<file path="src/rtl/pipeline_ctrl.sv">
// Hazard/stall sequencer for the 5-stage RV64 pipeline: stalls, flushes, forwarding selects and a cache-miss freeze FSM.
// Optional saturating performance counters are compiled in with `define PIPELINE_PERF_CNT_EN.
module pipeline_ctrl #(
  parameter int REG_ADDR_W = 5,
  parameter int CNT_WIDTH  = 32
) (
  input  logic                  i_clk,
  input  logic                  i_arst,
  input  logic [REG_ADDR_W-1:0] i_rs1_addr_d,
  input  logic [REG_ADDR_W-1:0] i_rs2_addr_d,
  input  logic [REG_ADDR_W-1:0] i_rs1_addr_e,
  input  logic [REG_ADDR_W-1:0] i_rs2_addr_e,
  input  logic [REG_ADDR_W-1:0] i_rd_addr_e,
  input  logic                  i_load_instr_e,
  input  logic [REG_ADDR_W-1:0] i_rd_addr_m,
  input  logic                  i_reg_we_m,
  input  logic [REG_ADDR_W-1:0] i_rd_addr_w,
  input  logic                  i_reg_we_w,
  input  logic                  i_pc_src_e,
  input  logic                  i_mem_stall_req,
  input  logic                  i_mem_ready,
  output logic                  o_stall_fetch,
  output logic                  o_stall_decode,
  output logic                  o_stall_exec,
  output logic                  o_stall_mem,
  output logic                  o_stall_wb,
  output logic                  o_flush_decode,
  output logic                  o_flush_exec,
  output logic [1:0]            o_forward_a_e,
  output logic [1:0]            o_forward_b_e,
  output logic [1:0]            o_state
`ifdef PIPELINE_PERF_CNT_EN
  ,
  output logic [CNT_WIDTH-1:0]  o_cnt_freeze,
  output logic [CNT_WIDTH-1:0]  o_cnt_lu,
  output logic [CNT_WIDTH-1:0]  o_cnt_flush
`endif
);

  typedef enum logic [1:0] {
    RUN    = 2'b00,
    MISS   = 2'b01,
    RESUME = 2'b10
  } state_t;

  state_t state_q, state_d;
  logic   freeze;
  logic   lu;

  function automatic logic [1:0] fwd_sel(
    input logic [REG_ADDR_W-1:0] rs,
    input logic [REG_ADDR_W-1:0] rd_m,
    input logic                  we_m,
    input logic [REG_ADDR_W-1:0] rd_w,
    input logic                  we_w
  );
    if (we_m && (rd_m != '0) && (rd_m == rs))      fwd_sel = 2'b10;
    else if (we_w && (rd_w != '0) && (rd_w == rs)) fwd_sel = 2'b01;
    else                                           fwd_sel = 2'b00;
  endfunction

  assign o_forward_a_e = fwd_sel(i_rs1_addr_e, i_rd_addr_m, i_reg_we_m, i_rd_addr_w, i_reg_we_w);
  assign o_forward_b_e = fwd_sel(i_rs2_addr_e, i_rd_addr_m, i_reg_we_m, i_rd_addr_w, i_reg_we_w);

  assign freeze = (state_q != RUN) || i_mem_stall_req;
  assign lu     = i_load_instr_e && (i_rd_addr_e != '0) &&
                  ((i_rd_addr_e == i_rs1_addr_d) || (i_rd_addr_e == i_rs2_addr_d));

  always_ff @(posedge i_clk or posedge i_arst) begin
    if (i_arst) state_q <= RUN;
    else        state_q <= state_d;
  end

  // RESUME is a fixed single cycle so registered refill data can settle
  always_comb begin
    state_d        = state_q;
    o_stall_fetch  = 1'b0;
    o_stall_decode = 1'b0;
    o_stall_exec   = 1'b0;
    o_stall_mem    = 1'b0;
    o_stall_wb     = 1'b0;
    o_flush_decode = 1'b0;
    o_flush_exec   = 1'b0;
    case (state_q)
      RUN: begin
        if (i_mem_stall_req && i_mem_ready) state_d = RESUME;
        else if (i_mem_stall_req)           state_d = MISS;
      end
      MISS:    if (i_mem_ready) state_d = RESUME;
      RESUME:  state_d = RUN;
      default: state_d = RUN;
    endcase
    if (freeze) begin
      o_stall_fetch  = 1'b1;
      o_stall_decode = 1'b1;
      o_stall_exec   = 1'b1;
      o_stall_mem    = 1'b1;
      o_stall_wb     = 1'b1;
    end else begin
      // Decode sees both stall and flush on lu+branch; its register lets flush win
      o_stall_fetch  = lu;
      o_stall_decode = lu;
      o_flush_decode = i_pc_src_e;
      o_flush_exec   = lu || i_pc_src_e;
    end
  end

  assign o_state = state_q;

`ifdef PIPELINE_PERF_CNT_EN
  localparam logic [CNT_WIDTH-1:0] CNT_ONE = {{(CNT_WIDTH-1){1'b0}}, 1'b1};

  logic [CNT_WIDTH-1:0] cnt_freeze_q, cnt_freeze_d;
  logic [CNT_WIDTH-1:0] cnt_lu_q,     cnt_lu_d;
  logic [CNT_WIDTH-1:0] cnt_flush_q,  cnt_flush_d;

  always_comb begin
    cnt_freeze_d = cnt_freeze_q;
    cnt_lu_d     = cnt_lu_q;
    cnt_flush_d  = cnt_flush_q;
    if (freeze && (cnt_freeze_q != '1))              cnt_freeze_d = cnt_freeze_q + CNT_ONE;
    if (!freeze && lu && (cnt_lu_q != '1))           cnt_lu_d     = cnt_lu_q + CNT_ONE;
    if (!freeze && i_pc_src_e && (cnt_flush_q != '1)) cnt_flush_d = cnt_flush_q + CNT_ONE;
  end

  always_ff @(posedge i_clk or posedge i_arst) begin
    if (i_arst) begin
      cnt_freeze_q <= '0;
      cnt_lu_q     <= '0;
      cnt_flush_q  <= '0;
    end else begin
      cnt_freeze_q <= cnt_freeze_d;
      cnt_lu_q     <= cnt_lu_d;
      cnt_flush_q  <= cnt_flush_d;
    end
  end

  assign o_cnt_freeze = cnt_freeze_q;
  assign o_cnt_lu     = cnt_lu_q;
  assign o_cnt_flush  = cnt_flush_q;
`endif

endmodule

</file>
<file path="config.mk">
export PLATFORM = sky130hd
export DESIGN_NAME = pipeline_ctrl
export DESIGN_NICKNAME = d
export VERILOG_FILES = /design/src/rtl/pipeline_ctrl.sv
export SDC_FILE = /design/constraint.sdc
export NUM_CORES = 1
export LEC_CHECK = 0
export CELL_PAD_IN_SITES_DETAIL_PLACEMENT = 0
export CELL_PAD_IN_SITES_GLOBAL_PLACEMENT = 1
export CORE_ASPECT_RATIO = 0.6
export CORE_MARGIN = 2
export CORE_UTILIZATION = 17
export CTS_CLUSTER_DIAMETER = 100
export DETAILED_ROUTE_END_ITERATION = 8
export GPL_TIMING_DRIVEN = 0
export PLACE_DENSITY = 0.8
export SLEW_MARGIN = 20
export SYNTH_ARGS = -nofsm -noshare
export SYNTH_HDL_FRONTEND = slang
export SYNTH_SLANG_ARGS = --single-unit
export TNS_END_PERCENT = 50
</file>
<file path="constraint.sdc">
create_clock -name i_clk -period 2.76 [get_ports i_clk]
set_input_delay 0.828 -clock i_clk [delete_from_list [all_inputs] [get_ports i_clk]]
set_output_delay 0.828 -clock i_clk [all_outputs]
set_load 0.05 [all_outputs]
</file>
**Word-level counts from Yosys, hierarchy flattened**

Index checks and enable logic that the tools add are counted.

- Flip-flop bits (word level): 2
- Bits in latches: 0
- Memory bits (writable): 0
- ROM bits: 0
- Input bits: 43
- Output and inout port bits: 13
- Word-level logic and storage cells: 40
- Memories kept: 0

- Add/sub/neg operators: 0
- Multiply operators: 0
- Div/mod/pow operators: 0
- $lt $le $gt $ge: 0
- Equal/unequal tests: 9
- Shift operators: 0
- Mux-type cells: 12
- Bitwise operators: 0
- Reductions and logical operators: 18

Operator list:

| kind | count |
|---|---|
| == test 5 bit | 6 |
| nonzero test 5 bit | 3 |
| 2-to-1 mux 2 bit | 5 |
| logical AND 1 bit | 9 |
| 2-to-1 mux 1 bit | 6 |
| one-hot mux 2 bit (2 select lines) | 1 |
| logical OR 1 bit | 3 |
| != test 3 bit, second input constant | 1 |
| == test 2 x 1 -> 1 bit, second input constant | 1 |
| zero test 2 bit | 1 |
| != test 2 bit, second input constant | 1 |
| AND reduction 2 bit | 1 |
| nonzero test 2 bit | 1 |

**Logic depth before layout (Yosys ltp)**

Gate-level depths: netlist of run 1.

- Depth in word-level cells: 5
- Mapped depth: 5
- Gate-level depth less buffers: 4

**Worst setup path after synthesis of run 1**

Ideal clock, no wire load.

- Kind: input -> output
- From: in i_rd_addr_m[4]
- To: out o_forward_a_e[0]
- Arrival: 3.193 ns
- Required time: 1.932 ns
- Setup slack: -1.261 ns
- Cell stages on the path: 4
- Path buffers: 0
- Cells stage by stage: xnor2_1 -> nand3_1 -> nor4_1 -> nor4_2

- Word-level cells in the longest chain between the ends: 4
- Elaborated cells between the ends (all ways): 5
- Classes of those cells: 1 x eq/ne; 1 x mux; 3 x reduce/logical

RTL lines:

| element | line | text |
|---|---|---|
| start, declared | 15 | `input logic [REG_ADDR_W-1:0] i_rd_addr_m,` |
| nonzero test 5 bit | 57 | `if (we_m && (rd_m != '0) && (rd_m == rs)) fwd_sel = 2'b10;` |
| logical AND 1 bit | 57 |  |
| logical AND 1 bit * | 57 |  |
| 2-to-1 mux 2 bit * | 57 |  |
| end, declared | 29 | `output logic [1:0] o_forward_a_e,` |

Mark *: on every way between the ends. The rest lies on a longest branch, timed or not.

**Final worst setup path of run 1**

- From: in i_rs1_addr_e[4]
- To: out o_forward_a_e[0]

- Word-level cells in the longest chain between the ends: 4
- Elaborated cells between the ends (all ways): 6
- Classes of those cells: 2 x eq/ne; 2 x mux; 2 x reduce/logical

RTL lines:

| element | line | text |
|---|---|---|
| start, declared | 11 | `input logic [REG_ADDR_W-1:0] i_rs1_addr_e,` |
| == test 5 bit | 58 | `else if (we_w && (rd_w != '0) && (rd_w == rs)) fwd_sel = 2'b01;` |
| logical AND 1 bit | 58 |  |
| 2-to-1 mux 1 bit | 58 |  |
| 2-to-1 mux 2 bit * | 57 |  |

Marked as above.

==> results.py, run 1 <==
metrics = {
    "finish": {
        "drive_gt1_frac": 0.516,
        "final_common_cell": "xor2_1",
        "finalNonFillerCells": 170,
        "nets": 173,
        "largest_reg_flops": 2,
        "area_growth_pct": 162,
        "antenna_cells": 0,
        "final_cell_mix": "xor2_1 (24), buf_6 (17), dlygate4sd2_1 (10)",
        "n_fill_cell": 280,
    },
    "clocking": {
        "cts_max_level": 1,
        "tritoncts": "built",
        "cts_made_buffers": 3,
        "holdBufCountCts": 0,
        "clkLatencyLatePin_ns": 0.21,
        "cts_sinks": 2,
        "root_buffer": "clkbuf_8",
        "clock_path_buffers": 2,
        "path_clk_slew_ns": 0.03,
    },
    "synthesis": {
        "synthSimpleGateAreaFrac": 0.249,
        "synth_warnings": 0,
        "synthesis.area_um2": 513,
        "synth_top_family_by_area": "XOR/XNOR gates",
        "synthAdderAreaFrac": 0,
        "syn_avg_cell_area_um2": 8.02,
        "ys_ff_latch": 2,
        "synth_compound_area_frac": 0.0756,
        "netlist_instances": 64,
        "synthesis.nets": 107,
        "synthXorXnorAreaFrac": 0.512,
        "synthDistinctLibCells": 18,
        "synthMuxAreaShare": 0,
        "yosysSeqAreaShare": 0.0976,
    },
    "routing": {
        "num_vias": 701,
        "antenna_left": 0,
        "post_drt_via_cell_ratio": 4.12,
        "wl_um": 2300,
        "wl_per_cell_um": 13.5,
        "drc": 0,
        "first_pass_iters": 3,
        "first_iter_violations": 7,
    },
    "critical_path": {
        "path_max_fanout": 2,
        "reg2reg_from": "o_state[0]$_DFFE_PP0P_",
        "r2r_setup_slack_ns": 2.00,
        "cp-startpoint": "i_rs1_addr_e[4]",
        "cp.arrival_ns": 2.13,
        "crit_type": "primary input to output pin",
        "cp-end-kind": "output pin",
        "cp_data_required_time_ns": 1.93,
        "critPathLaunchType": "primary input",
        "r2r_cells": 2,
    },
    "placed_design": {
        "dp_slack_ns": -1.43,
        "dp_hpwl_um": 1920,
        "gp_congestion": 0.741,
        "placedCellCount": 161,
        "numPortBuffers": 55,
    },
    "die": {
        "rows": 15,
        "dieArea_um2": 3490,
        "dieHeight_um": 46.6,
        "initial_core_util": 0.179,
        "ios": 56,
        "die_w_um": 74.9,
        "fp.coreArea_um2": 2870,
    },
    "global_routing": {
        "track_usage": 0.130,
        "gr-total-overflow": 0,
        "grt_max_degree": 5,
        "grt_pass1_vias": 693,
        "antenna_found_initial": 0,
        "grt_first_pass_wirelength_um": 3240,
    },
    "sta": {
        "slew_violations": 0,
        "finalSetupViolCount": 6,
        "maxSlewHeadroom": 0.634,
        "finalHoldViolations": 0,
        "min_period_ns": 2.96,
        "rsz0062_at_grt": "true",
        "timing.fmax_mhz": 338,
        "worst_slack_ns": -0.202,
        "tns_ns": -0.642,
        "fin_hold_ws_ns": 0.560,
        "fin_crit_sh": 1.07,
        "worst_pin_slew_ns": 0.548,
        "fin_skew_ns": 0.000539,
    },
    "min_path": {
        "hold_class": "flip-flop to flip-flop",
        "hold_path_depth": 1,
        "min_from": "o_state[1]$_DFFE_PP0P_",
    },
    "power": {
        "power_density_nw_per_um2": 287,
        "leakagePower_nw": 0.616,
        "vdd_drop_max_mv": 0.115,
    },
    "flow_run": {
        "maxCapViolCount": 0,
    },
    "status": {
        "violations": "negative setup slack",
        "status": "complete, but fails checks",
    },
}
## layer usage
| metal | wire length, um | vias to the layer above | track usage |
|---|---|---|---|
| li1 | - | 349 | - |
| met1 | 1020 | 344 | 0.178 |
| met2 | 1230 | 5 | 0.211 |
| met3 | 23 | 3 | 0.0263 |
| met4 | 21 | 0 | 0.0321 |
| met5 | 0 | - | 0 |
## cell usage after synthesis
master | n | share of area
a22oi_1 | 1 | 0.015
buf_4 | 3 | 0.044
dfrtp_1 | 2 | 0.098
inv_1 | 3 | 0.022
nand2_1 | 1 | 0.0073
nand3_1 | 2 | 0.020
nor2_1 | 3 | 0.022
nor3_1 | 4 | 0.039
nor3b_1 | 1 | 0.015
nor4_1 | 2 | 0.024
nor4_2 | 2 | 0.049
o21ai_0 | 2 | 0.020
o21ai_1 | 1 | 0.0097
o21ai_2 | 1 | 0.017
o31ai_1 | 1 | 0.015
or4_1 | 5 | 0.073
xnor2_1 | 6 | 0.10
xor2_1 | 24 | 0.41
## power breakdown
part	switching (W)	internal [W]
Clock	0.0000239	0.0000923
Combinational	0.000124	0.000111
Sequential	0.00000361	0.0000318
Total	0.000151	0.000235
## critical path, cell delays in order
cell,delay (ns)
buf_6,0.10
xor2_1,0.15
or4_4,0.56
nor4_4,0.30
buf_6,0.19
## path summary, 6_finish.rpt
check / end
worst max-delay path: o_forward_a_e[0]
worst min-delay path: o_state[1]$_DFFE_PP0P_
worst max register to register: o_state[1]$_DFFE_PP0P_
worst min register to register: o_state[1]$_DFFE_PP0P_
max in group asynchronous: o_state[0]$_DFFE_PP0P_
min in group asynchronous: o_state[1]$_DFFE_PP0P_
## logic make-up (layout without fill, tap and decap cells)
logic type | count (synthesis) | after routing
AO/OA/AOI/OAI | 6 | 6
XOR/XNOR | 30 | 30
buffers and inverters | 6 | 70
flip-flops | 2 | 2
AND/OR/NAND/NOR | 20 | 20
## metrics by stage
| stage | cell area, um2 | util | power [W] |
|---|---|---|---|
| final | 1350 | 0.469 | 0.000386 |
| after CTS | 1290 | 0.451 | 0.000378 |
| after detailed placement | 1220 | 0.424 | 0.000257 |
| after floorplan | 616 | - | 0.000148 |
| after global routing | 1350 | 0.469 | 0.000406 |
| after global placement | 1220 | 0.424 | 0.000256 |
## repair_timing
item                       CTS  global route
setup endpoints to repair   11             9
buffers inserted             5             1
pin swaps                   20            12
gates resized for setup    138            57
## layout make-up
type                       count  area, um2  share of cell area
clock buffer                   3       41.3              0.0307
timing repair buffer          61        571               0.424
tap                           42       52.6              0.0390
buffer                         3       26.3              0.0195
multi-input combinational     56        594               0.441
inverter                       3       11.3             0.00836
sequential                     2       50.0              0.0372
No activity file was read; power rests on OpenSTA's default activity.
==> run 2: changes to the inputs <==
--- a/config.mk
+++ b/config.mk
@@ -5,12 +5,11 @@
 export SDC_FILE = /design/constraint.sdc
 export NUM_CORES = 1
 export LEC_CHECK = 0
-export CELL_PAD_IN_SITES_DETAIL_PLACEMENT = 0
+export CELL_PAD_IN_SITES_DETAIL_PLACEMENT = 1
 export CELL_PAD_IN_SITES_GLOBAL_PLACEMENT = 1
 export CORE_ASPECT_RATIO = 0.6
 export CORE_MARGIN = 2
 export CORE_UTILIZATION = 17
-export CTS_CLUSTER_DIAMETER = 100
 export DETAILED_ROUTE_END_ITERATION = 8
 export GPL_TIMING_DRIVEN = 0
 export PLACE_DENSITY = 0.8
==> run 2 against run 1 <==
The flow still finishes with violations (negative setup slack). Critical path depth grew 2. Utilization up 1.1 points. Sequential power hardly changed. Total power up 1.8%. Clock-buffer cell count unchanged. Setup slack worse by 0.12 ns. Maximum frequency decreased by 3.8%. First-iteration DRC count is 14% lower. Critical endpoint is now o_forward_b_e[0].
==> results.py, run 2 (synthesis gave the netlist of run 1 again) <==
metrics = {
    "status": {
        "status": "complete, but fails checks",
        "violations": "negative setup slack",
    },
    "routing": {
        "drc": 0,
        "antenna_left": 0,
        "wl_per_cell_um": 15.2,
        "first_pass_iters": 2,
        "post_drt_via_cell_ratio": 4.13,
        "num_vias": 710,
        "first_iter_violations": 6,
        "wl_um": 2620,
    },
    "sta": {
        "finalHoldViolations": 0,
        "min_period_ns": 3.08,
        "tns_ns": -0.934,
        "rsz0062_at_grt": "true",
        "timing.fmax_mhz": 325,
        "fin_crit_sh": 1.12,
        "worst_pin_slew_ns": 0.530,
        "maxSlewHeadroom": 0.646,
        "finalSetupViolCount": 6,
        "fin_skew_ns": 0.00160,
        "slew_violations": 0,
        "worst_slack_ns": -0.320,
    },
    "global_routing": {
        "track_usage": 0.159,
        "grt_pass1_vias": 778,
        "grt_max_degree": 5,
        "antenna_found_initial": 0,
        "grt_first_pass_wirelength_um": 3880,
        "gr-total-overflow": 0,
    },
    "critical_path": {
        "path_cells": "buf_8, or4_4, o21ai_4, buf_6, nor4_4, nor4_4, buf_6",
        "cp.arrival_ns": 2.25,
        "cp-end-kind": "output pin",
        "slowest_delay_ns": 0.53,
        "path_max_fanout": 2,
        "crit_type": "primary input to output pin",
        "cp_data_required_time_ns": 1.93,
        "reg2reg_from": "o_state[0]$_DFFE_PP0P_",
        "critPathLaunchType": "primary input",
        "crit_path_top_delay_cell": "or4_4",
        "r2r_setup_slack_ns": 1.98,
        "r2r_cells": 2,
        "cp-startpoint": "i_rd_addr_m[4]",
        "r2r-end": "o_state[1]$_DFFE_PP0P_",
    },
    "clocking": {
        "cts_made_buffers": 3,
        "clock_path_buffers": 2,
        "holdBufCountCts": 0,
        "cts_max_level": 1,
        "tritoncts": "built",
        "clkLatencyLatePin_ns": 0.21,
        "path_clk_slew_ns": 0.03,
        "root_buffer": "clkbuf_8",
        "cts_sinks": 2,
    },
    "placed_design": {
        "dp_hpwl_um": 2280,
        "numPortBuffers": 55,
        "gp_congestion": 0.741,
    },
    "die": {
        "die_w_um": 74.9,
        "ios": 56,
        "dieArea_um2": 3490,
        "rows": 15,
        "initial_core_util": 0.179,
        "fp.coreArea_um2": 2870,
        "dieHeight_um": 46.6,
    },
    "power": {
        "leakagePower_nw": 0.621,
        "power_density_nw_per_um2": 285,
        "vdd_drop_max_mv": 0.138,
        "total_power_w": 0.000393,
    },
    "finish": {
        "antenna_cells": 0,
        "largest_reg_flops": 2,
        "final_cell_mix": "xor2_1 (22), buf_6 (13), buf_4 (12)",
        "nets": 175,
        "area_growth_pct": 169,
        "drive_gt1_frac": 0.585,
        "final_common_cell": "xor2_1",
    },
    "min_path": {
        "hold_path_depth": 1,
        "hold_end": "o_state[0]$_DFFE_PP0P_",
        "min_from": "o_state[1]$_DFFE_PP0P_",
        "hold_class": "flip-flop to flip-flop",
    },
    "flow_run": {
        "maxCapViolCount": 0,
    },
}
[run 2: changes by cell type in the layout (fill, tap and decap cells not counted)]
cell | before | now
buf_2 | 6 | 8
buf_4 | 8 | 12
buf_6 | 17 | 13
buf_8 | 3 | 6
clkbuf_2 | 6 | 7
clkdlybuf4s15_1 | 3 | 2
clkdlybuf4s50_1 | 6 | 7
dlygate4sd2_1 | 10 | 8
dlymetal6s2s_1 | 5 | 3
xnor2_1 | 4 | 2
xnor2_2 | 2 | 4
xor2_1 | 24 | 22
xor2_2 | 0 | 2
[run 2: timing repair]
item,in CTS,in global routing
setup endpoints to repair,11,8
pin swaps,23,14
resized for setup,149,61
setup buffers,6,4
[run 2: worst max path at each step]
stage	to	slack, ns
6_report	o_forward_b_e[0]	-0.32
5_1_grt	o_forward_b_e[0]	-0.37
4_1_cts	o_forward_b_e[0]	-0.36
3_5_place_dp	o_forward_a_e[0]	-1.45
3_3_place_gp	o_forward_a_e[0]	-1.41
2_1_floorplan	o_forward_a_e[0]	-0.34
[run 2: stage by stage]
step	util	hold WS, ns	cell area (um2)	std cells	worst slack [ns]
floorplan	-	0.569	616	64	-0.338
global placement	0.424	0.472	1220	161	-1.41
detailed placement	0.424	0.502	1220	161	-1.45
CTS	0.451	0.560	1290	170	-0.360
global route	0.480	0.578	1380	172	-0.366
finish	0.480	0.564	1380	172	-0.320
[run 2: cell type report]
class,instances,area (um2)
inverter,3,11.3
buffer,3,26.3
timing repair buffer,63,573
sequential,2,50.0
fill,332,1490
multi-input combinational,56,624
tap,42,52.6
clock buffer,3,41.3
[run 2: where the power goes]
part / switching (W) / internal [W]
Combinational: 0.000129 / 0.000114
Sequential: 0.00000343 / 0.0000318
Clock: 0.0000228 / 0.0000922
[run 2: layer usage]
metal | global-route usage | vias to the layer above | routed length, um
li1 | - | 354 | -
met1 | 0.210 | 350 | 1150
met2 | 0.261 | 4 | 1430
met3 | 0.0284 | 2 | 23
met4 | 0.0571 | 0 | 17
met5 | 0 | - | 0
[run 2: critical path, delay by kind of cell]
family	cells	cell delay [ns]
buffers and inverters	3	0.41
AO/OA/AOI/OAI	1	0.15
AND/OR/NAND/NOR	3	0.85
==> run 3: changes to the inputs <==
==> config.mk (replaced) <==
export PLATFORM = sky130hd
export DESIGN_NAME = pipeline_ctrl
export DESIGN_NICKNAME = d
export VERILOG_FILES = /design/src/rtl/pipeline_ctrl.sv
export SDC_FILE = /design/constraint.sdc
export NUM_CORES = 1
export LEC_CHECK = 0
export CORE_MARGIN = 2
export CORE_UTILIZATION = 27
export DETAILED_ROUTE_END_ITERATION = 8
export GPL_TIMING_DRIVEN = 0
export PLACE_DENSITY = 0.8
export SLEW_MARGIN = 20
export SYNTH_ARGS = -nofsm -noshare
export SYNTH_HDL_FRONTEND = slang
export SYNTH_SLANG_ARGS = --single-unit
export TNS_END_PERCENT = 100
==> run 3 against run 2 <==
The flow still finishes with violations (negative setup slack). Utilization rose by 26 points. Sequential share of layout area rose by 0.22 points. Maximum frequency rose by 3.2%. Clock power fell by 40%. Final cell count fell by 8.7%. Non-clock buffer count rose by 2. Worst hold slack got worse by 0.029 ns. Clock-buffer cell count did not move. Die area fell by 35%. Critical endpoint is now o_forward_a_e[0]. Highest routed layer unchanged.
==> results.py, run 3 (synthesis gave the netlist of run 1 again) <==
metrics = {
    "min_path": {
        "min_from": "o_state[1]$_DFFE_PP0P_",
        "hold_path_depth": 1,
        "hold_end": "o_state[1]$_DFFE_PP0P_",
        "hold_class": "flip-flop to flip-flop",
    },
    "global_routing": {
        "antenna_found_initial": 0,
        "gr-total-overflow": 0,
        "grt_first_pass_wirelength_um": 2820,
        "grt_pass1_vias": 648,
        "track_usage": 0.181,
        "grt_max_degree": 5,
    },
    "critical_path": {
        "r2r_setup_slack_ns": 2.01,
        "crit_type": "primary input to output pin",
        "path_max_fanout": 3,
        "path_cells": "buf_8, or4_4, o21ai_4, buf_6, nor4_4, nor4_4, buf_6",
        "slowest_delay_ns": 0.53,
        "r2r_cells": 2,
        "crit_family": "simple AND/OR/NAND/NOR gates",
        "critPathLaunchType": "primary input",
        "crit_buf_inv": 3,
        "r2r-end": "o_state[1]$_DFFE_PP0P_",
        "cp_data_required_time_ns": 1.93,
        "cp.arrival_ns": 2.16,
        "cp-end-kind": "output pin",
        "crit_path_top_delay_cell": "or4_4",
        "reg2reg_from": "o_state[0]$_DFFE_PP0P_",
    },
    "die": {
        "fp.coreArea_um2": 1760,
        "dieArea_um2": 2260,
        "initial_core_util": 0.291,
        "dieHeight_um": 47.6,
        "ios": 56,
        "rows": 15,
        "die_w_um": 47.6,
    },
    "clocking": {
        "cts_sinks": 2,
        "root_buffer": "clkbuf_4",
        "clock_path_buffers": 2,
        "tritoncts": "built",
        "cts_made_buffers": 3,
        "path_clk_slew_ns": 0.03,
        "clkLatencyLatePin_ns": 0.23,
        "cts_max_level": 1,
    },
    "placed_design": {
        "numPortBuffers": 55,
        "gp_congestion": 0.765,
        "dp_hpwl_um": 1740,
        "placed_cell_area_um2": 1200,
    },
    "status": {
        "status": "complete, but fails checks",
        "violations": "negative setup slack",
    },
    "finish": {
        "area_growth_pct": 153,
        "post-route-util": 0.737,
        "antenna_cells": 0,
        "nets": 177,
        "drive_gt1_frac": 0.568,
        "n_fill_cell": 147,
        "final_common_cell": "xor2_1",
        "final_cell_mix": "xor2_1 (22), buf_6 (13), buf_4 (12)",
        "largest_reg_flops": 2,
        "postLayoutCellArea_um2": 1300,
    },
    "routing": {
        "top_layer_used": "met4",
        "wl_um": 2140,
        "met3WireLength_um": 30,
        "wl_met2_um": 1290,
        "first_pass_iters": 4,
        "first_iter_violations": 6,
        "post_drt_via_cell_ratio": 4.49,
        "num_vias": 705,
        "drc": 0,
        "antenna_left": 0,
        "wl_met1_um": 810,
        "wl_per_cell_um": 13.6,
    },
    "sta": {
        "maxSlewHeadroom": 0.669,
        "timing.fmax_mhz": 335,
        "worst_slack_ns": -0.225,
        "slew_violations": 0,
        "worst_pin_slew_ns": 0.495,
        "min_period_ns": 2.99,
        "finalHoldViolations": 0,
        "fin_crit_sh": 1.08,
        "fin_skew_ns": 0.00440,
        "fin_hold_ws_ns": 0.534,
        "rsz0062_at_grt": "true",
        "finalSetupViolCount": 6,
    },
    "power": {
        "leakagePower_nw": 0.587,
        "vdd_drop_max_mv": 0.150,
        "power_density_nw_per_um2": 260,
    },
    "flow_run": {
        "maxCapViolCount": 0,
    },
}
run 3: changes by cell type in the layout (fill, tap and decap cells not counted), moves of 3 or more:
| cell | delta |
|---|---|
| dlygate4sd2_1 | -3 |
| clkbuf_4 | +3 |
| xnor2_2 | -3 |
| clkbuf_8 | -3 |
| clkdlybuf4s15_1 | +3 |
| xnor2_1 | +3 |
run 3: final cells by class:
| cell class | count | area, um2 | area share |
|---|---|---|---|
| clock buffer | 3 | 22.5 | 0.0173 |
| buffer | 3 | 26.3 | 0.0202 |
| tap | 25 | 31.3 | 0.0241 |
| sequential | 2 | 50.0 | 0.0385 |
| timing repair buffer | 65 | 567 | 0.436 |
| inverter | 3 | 11.3 | 0.00866 |
| multi-input combinational | 56 | 592 | 0.455 |
run 3: worst max-delay path by stage:
stage	start	endpoint	cells past startpoint
2_1_floorplan	i_rd_addr_m[1]	o_forward_a_e[0]	4
3_3_place_gp	i_rd_addr_w[1]	o_forward_b_e[0]	6
3_5_place_dp	i_rd_addr_w[1]	o_forward_b_e[0]	6
4_1_cts	i_rd_addr_m[4]	o_forward_b_e[0]	7
5_1_grt	i_rd_addr_m[1]	o_forward_a_e[0]	7
6_report	i_rd_addr_m[1]	o_forward_a_e[0]	7
run 3: power breakdown:
| group | internal (W) | switching [W] | leakage [nW] |
|---|---|---|---|
| clock | 0.0000483 | 0.0000204 | 0.0138 |
| combinational | 0.000111 | 0.000123 | 0.548 |
| sequential | 0.0000318 | 0.00000319 | 0.0259 |
run 3: what timing repair did:
action,CTS,global route
resized for setup,157,50
endpoints found under the setup margin,11,8
pin swaps,27,20
setup buffers,7,4
hold buffers,0,0
run 3: metrics by stage:
| stage | TNS (ns) | std cells | power, W | setup WS (ns) |
|---|---|---|---|---|
| 2_1_floorplan | -0.687 | 64 | 0.000149 | -0.338 |
| 3_3_place_gp | -10.0 | 144 | 0.000253 | -1.35 |
| 3_5_place_dp | -10.14 | 144 | 0.000257 | -1.37 |
| 4_1_cts | -0.925 | 154 | 0.000329 | -0.321 |
| 5_1_grt | -0.917 | 157 | 0.000357 | -0.260 |
| 6_report | -0.744 | 157 | 0.000338 | -0.225 |
run 3: layer usage:
metal  up-vias  GRT usage
li1        361          -
met1       327      0.221
met2        15      0.322
met3         2     0.0340
met4         0     0.0486
met5         -          0
